**src/rtl/lfsr_rng_range.sv**
```systemverilog
// lfsr_rng_range: Fibonacci-LFSR random source with a req/rsp handshake that
// returns a uniform value in [0, req_range) by rejection sampling, falling back
// to req_range-1 after MAX_TRIES rejected candidates.
// Optional feature macro: LFSR_ENTROPY_MIX_EN (adds entropy_in, XORed into the
// feedback after a 2-flop synchroniser).
module lfsr_rng_range #(
  parameter int unsigned      WIDTH     = 16,
  parameter logic [WIDTH-1:0] TAPS      = 16'hB400,
  parameter logic [WIDTH-1:0] SEED      = 16'h89D1,
  parameter int unsigned      OUT_BITS  = 5,
  parameter int unsigned      MAX_TRIES = 8
) (
  input  logic                clk,
  input  logic                rst_n,
`ifdef LFSR_ENTROPY_MIX_EN
  input  logic                entropy_in,
`endif
  input  logic                seed_load,
  input  logic [WIDTH-1:0]    seed_in,
  output logic [OUT_BITS-1:0] rand_raw,
  input  logic                req_valid,
  output logic                req_ready,
  input  logic [OUT_BITS-1:0] req_range,
  output logic                rsp_valid,
  input  logic                rsp_ready,
  output logic [OUT_BITS-1:0] rsp_data,
  output logic                rsp_fallback
);

  // An all-zero seed would lock the LFSR, so it is replaced by 1.
  localparam logic [WIDTH-1:0] SEED_EFF = (SEED == '0) ? WIDTH'(1) : SEED;
  localparam int unsigned      TW       = $clog2(MAX_TRIES + 1);
  localparam logic [TW-1:0]    LAST_TRY = TW'(MAX_TRIES - 1);

  typedef enum logic [1:0] {
    IDLE,
    DRAW,
    HOLD
  } state_t;

  state_t              state, state_next;
  logic [WIDTH-1:0]    lfsr, lfsr_next;
  logic                feedback;
  logic [OUT_BITS-1:0] range_q;
  logic [TW-1:0]       tries;
  logic                hit, exhausted;

`ifdef LFSR_ENTROPY_MIX_EN
  logic [1:0] ent_sync;

  // Two-flop synchroniser for the asynchronous entropy bit.
  always_ff @(posedge clk or negedge rst_n) begin
    if (!rst_n) ent_sync <= '0;
    else        ent_sync <= {ent_sync[0], entropy_in};
  end

  assign feedback = (^(lfsr & TAPS)) ^ ent_sync[1];
`else
  assign feedback = ^(lfsr & TAPS);
`endif

  // Next LFSR value: reseed beats zero recovery, which beats the normal shift.
  always_comb begin
    lfsr_next = {lfsr[WIDTH-2:0], feedback};
    if (seed_load)          lfsr_next = (seed_in == '0) ? SEED_EFF : seed_in;
    else if (lfsr == '0)    lfsr_next = SEED_EFF;
  end

  // LFSR state register, free-running every cycle.
  always_ff @(posedge clk or negedge rst_n) begin
    if (!rst_n) lfsr <= SEED_EFF;
    else        lfsr <= lfsr_next;
  end

  assign rand_raw  = lfsr[WIDTH-1 -: OUT_BITS];
  assign hit       = (range_q == '0) || (rand_raw < range_q);
  assign exhausted = (tries == LAST_TRY);

  // FSM state register.
  always_ff @(posedge clk or negedge rst_n) begin
    if (!rst_n) state <= IDLE;
    else        state <= state_next;
  end

  // FSM next-state logic.
  always_comb begin
    state_next = state;
    unique case (state)
      IDLE:    if (req_valid)        state_next = DRAW;
      DRAW:    if (hit || exhausted) state_next = HOLD;
      HOLD:    if (rsp_ready)        state_next = IDLE;
      default:                       state_next = IDLE;
    endcase
  end

  // FSM handshake outputs.
  always_comb begin
    req_ready = (state == IDLE);
    rsp_valid = (state == HOLD);
  end

  // Draw datapath: latch range, count rejections, capture the result.
  always_ff @(posedge clk or negedge rst_n) begin
    if (!rst_n) begin
      range_q      <= '0;
      tries        <= '0;
      rsp_data     <= '0;
      rsp_fallback <= 1'b0;
    end else begin
      unique case (state)
        IDLE: begin
          if (req_valid) begin
            range_q <= req_range;
            tries   <= '0;
          end
        end
        DRAW: begin
          if (hit) begin
            rsp_data     <= rand_raw;
            rsp_fallback <= 1'b0;
          end else if (exhausted) begin
            rsp_data     <= range_q - OUT_BITS'(1);
            rsp_fallback <= 1'b1;
          end else begin
            tries <= tries + TW'(1);
          end
        end
        default: ;
      endcase
    end
  end

endmodule

```
**config.mk**
```make
export PLATFORM = sky130hd
export DESIGN_NAME = lfsr_rng_range
export DESIGN_NICKNAME = d
export VERILOG_FILES = /design/src/rtl/lfsr_rng_range.sv
export SDC_FILE = /design/constraint.sdc
export NUM_CORES = 1
export LEC_CHECK = 0
export BUFFER_PORTS_ARGS = -buffer_cell sky130_fd_sc_hd__buf_2
export CAP_MARGIN = 20
export CELL_PAD_IN_SITES_DETAIL_PLACEMENT = 0
export CELL_PAD_IN_SITES_GLOBAL_PLACEMENT = 1
export CORE_MARGIN = 8
export CORE_UTILIZATION = 35
export DETAILED_ROUTE_END_ITERATION = 10
export PLACE_DENSITY = 0.77
export SYNTH_ARGS = -nofsm -noshare
export SYNTH_HDL_FRONTEND = slang
export SYNTH_SLANG_ARGS = --single-unit
```
**constraint.sdc**
```tcl
create_clock -name clk -period 6.5 [get_ports clk]
set_clock_uncertainty 0.15 [all_clocks]
set_input_delay 0.325 -clock clk [delete_from_list [all_inputs] [get_ports clk]]
set_output_delay 0.325 -clock clk [all_outputs]
set_load 0.05 [all_outputs]
```
==> results.txt <==
* Count of placed standard cells including taps: 253
- Top library cells by usage in the layout, fill and taps aside: sky130_fd_sc_hd__buf_2, sky130_fd_sc_hd__dfrtp_1, sky130_fd_sc_hd__nand2_1, sky130_fd_sc_hd__mux2_2, sky130_fd_sc_hd__inv_1
- After synthesis, flip-flops and latches occupy 47.0% of the total area.
- CP top delay family: compound AO/OA/AOI/OAI gates
- On the worst path, the slowest cell contributes a delay of 0.49 ns.
- Clock tree from TritonCTS: yes
- The floorplan step defined a die boundary enclosing 7610 µm².
- Static Leakage: 0.941 nW
- In the post-route analysis, the smallest setup slack over all paths is 4.11 ns.
- Setup repair after global routing left no endpoint under its margin.
- The number of gates resized after CTS was 0.
- After legalization and detailed placement, the total HPWL measured 2.92 mm.
- All-Layer GR Usage: 11.4%
- Tracing the worst setup path back leads to its startpoint at range_q[0].
- Bufs and invs on worst path: 1
* Data required time of the critical path: 6.55 ns
* Worst-case clock buffer depth: 2
- STA classifies the critical path startpoint as a register.
- The worst-case IR drop observed on VDD is 0.143 mV.
* Post-route DRC: 0
* Final count of pins violating max slew: 0
* Setup slack on the worst flop-to-flop path: 4.11 ns
- The final layout contains routed wiring with a total length of 3.80 mm.
- The count of final hold-check violations came to 0.
- Leaving out filler cells and counting taps, the final layout contains 262.
* Critical Path Fanout Max: 15
- Largest net degree at the start of global routing: 34
- The pre-antenna-repair detailed-routing pass consisted of 4 iterations.
* Width of the chip: 87.2 µm
- Final hold analysis gives a worst-case slack of 0.0830 ns.
- The first global-routing pass estimated 6.66 mm of wire.
- Of all cell types, the one taking the most synthesized area is sky130_fd_sc_hd__dfrtp_1.
* Most used DFF post-synth: sky130_fd_sc_hd__dfrtp_1
* Placer congestion estimate: 0.774
- The initial antenna violation count was 0.
* Register clock-pin slew on the reported worst setup and hold paths: 0.07 ns
* Detail-routed via count per cell: 4.85
- At the worst endpoint, the arrival time is 2.44 ns.
- At the pin with the least slew margin, the transition time is 0.718 ns.
* WS Path Type: register to register
- After detailed routing, the average wire length per cell comes to 14.5 µm.
* Standard cell core area: 5010 µm²
- Clk sink count: 33
- Chip height: 87.2 µm
* Layout cells sized above 1: 39.1%
* Summed instance area of the synthesized netlist: 1780 µm²
- The flow ran to the end, and the final reports show no timing, DRC or antenna violations.
- Yosys reg bits: 33
- Summing over every cut layer, the via total after detailed routing is 1271.
- The worst pin sits at a relative slew slack of 52.1%.
- Summed over all failing endpoints, the final setup total negative slack is 0 ns.
* Layout area overhead: 17.1%
- The worst setup path is captured at a register.
- Starting utilization of the core area: 35.4%
* Share of flip-flops with an asynchronous set or reset after synthesis: 100%
* Gr ovfl total: 0
- Worst slack after detailed placement: 4.13 ns
* EDFF count, synth: 0
- Antenna-violating nets left: 0
* Ranking of synthesized cells by area: sky130_fd_sc_hd__dfrtp_1, sky130_fd_sc_hd__dfstp_2, sky130_fd_sc_hd__mux2_2
- Filler Cells Inserted: 538
- Max Clock Freq: 418 MHz
- The floorplan has 26 rows.
* Area share of the leading cell type in the synthesized netlist: 36.6%
- Unique masters post-synth: 41
- Iteration-0 DRC count of the detailed router: 42
- The final layout contains 225 nets.
- Leading cell type in the layout, fill and taps excluded: sky130_fd_sc_hd__buf_2
- Cells along the critical path: inv_1 -> ha_1 -> or4b_4 -> o21a_4 -> a41oi_4 -> o21a_2 -> a2bb2oi_1
* Hold_sp: rsp_ready
* Final setup viols: 0
- Yosys warnings: 0
- The worst path uses 36.8% of the clock period.
* Multi-input gate area: 815 µm²
* Number of global-route vias before repair: 1407
- In this run the critical register-to-register path is launched from range_q[0].
* Max-cap violations: 0
- Nets in the synthesized netlist: 190
* Final design utilization: 41.5%
- Number of buffers added on ports: 38
* Power Density: 425 nW/µm²
- Library cell contributing the largest single delay on the critical path: sky130_fd_sc_hd__or4b_4
- In the synthesized netlist, the number of instances is 156.
* H-tree depth: 2
- In this run the mean area of a mapped cell was 11.4 µm².
- Number of inserted diodes: 0
- The clock reaches the later pin of the worst-skew pair after 0.28 ns.
- IO Count: 39
- The tightest min-delay check is of the input port to register type.
- Storage element area: 835 µm²
- TritonCTS buffer count: 5
- The root buffer cell chosen for the clock tree is sky130_fd_sc_hd__clkbuf_8.
- The clock period could shrink to 2.39 ns.
-- area by class of cell --
type	count	share of cell area, %
Sequential cell	33	40.1
Multi-Input combinational cell	101	39.2
Timing Repair Buffer	39	9.63
Clock buffer	7	4.63
Tap cell	70	4.21
Inverter	11	1.99
Clock inverter	1	0.241
-- power breakdown --
| part | leakage, nW | internal [mW] | switching, mW | total (mW) |
|---|---|---|---|---|
| sequential | 0.386 | 0.267 | 0.0504 | 0.318 |
| clock | 0.0542 | 0.0957 | 0.0733 | 0.169 |
| combinational | 0.501 | 0.160 | 0.237 | 0.397 |
| total | 0.941 | 0.523 | 0.361 | 0.884 |
-- flip-flops by register name, summed over array words and instances, names as in the netlist --
| signal | count |
|---|---|
| lfsr | 16 |
| range_q | 5 |
| rsp_data | 5 |
| tries | 4 |
| state | 2 |
| rsp_fallback | 1 |
-- routing by layer --
layer	track usage (%)	share of wire [%]	vias up
li1	-	-	628
met1	13.7	46	602
met2	18.0	47	35
met3	4.43	6.1	6
met4	4.22	1.4	0
met5	0	0	-
-- stage by stage --
| stage | instance area (µm²) | power [mW] |
|---|---|---|
| floorplan | 1780 | 0.654 |
| global placement | 1970 | 0.720 |
| CTS | 2080 | 0.900 |
| finish | 2080 | 0.884 |
| global route | 2080 | 0.954 |
| detailed placement | 1970 | 0.723 |
-- cell families after synthesis --
family                   count (synthesis)  synth area share, %
AO/OA/AOI/OAI                           30                 14.5
adder cells (fa/ha/maj)                  8                 5.64
XOR/XNOR                                 5                 2.47
buffers and inverters                   22                 7.12
flip-flops                              33                 47.0
multiplexers                            18                 11.0
AND/OR/NAND/NOR                         40                 12.3
-- repair_timing --
item                                   4_1_cts  5_1_grt
buffers inserted                             0        0
endpoints found under the hold margin       26        0
hold buffers                                 1        0
-- Yosys cell counts, drive strengths merged (3+ instances only) --
library cell   n
clkbuf         4
a21oi          3
nand3          4
dfrtp         26
buf            7
mux2i          6
nor3           3
inv           11
dfstp          7
o211ai         3
xnor2          5
o21ai          5
a2bb2oi        4
nor4           6
nand2         14
mux2          12
o22a           7
ha             8
-- worst paths after layout --
| check | endpoint | cells after the start |
|---|---|---|
| worst max-delay path | rsp_data[0] | 7 |
| worst min-delay path | state[1] | 2 |
| worst max register to register | rsp_data[0] | 7 |
| worst min register to register | lfsr[2] | 1 |
| max in group asynchronous | lfsr[14] | 2 |
| min in group asynchronous | lfsr[1] | 2 |
Note: power is estimated with default switching activity, not from simulation.
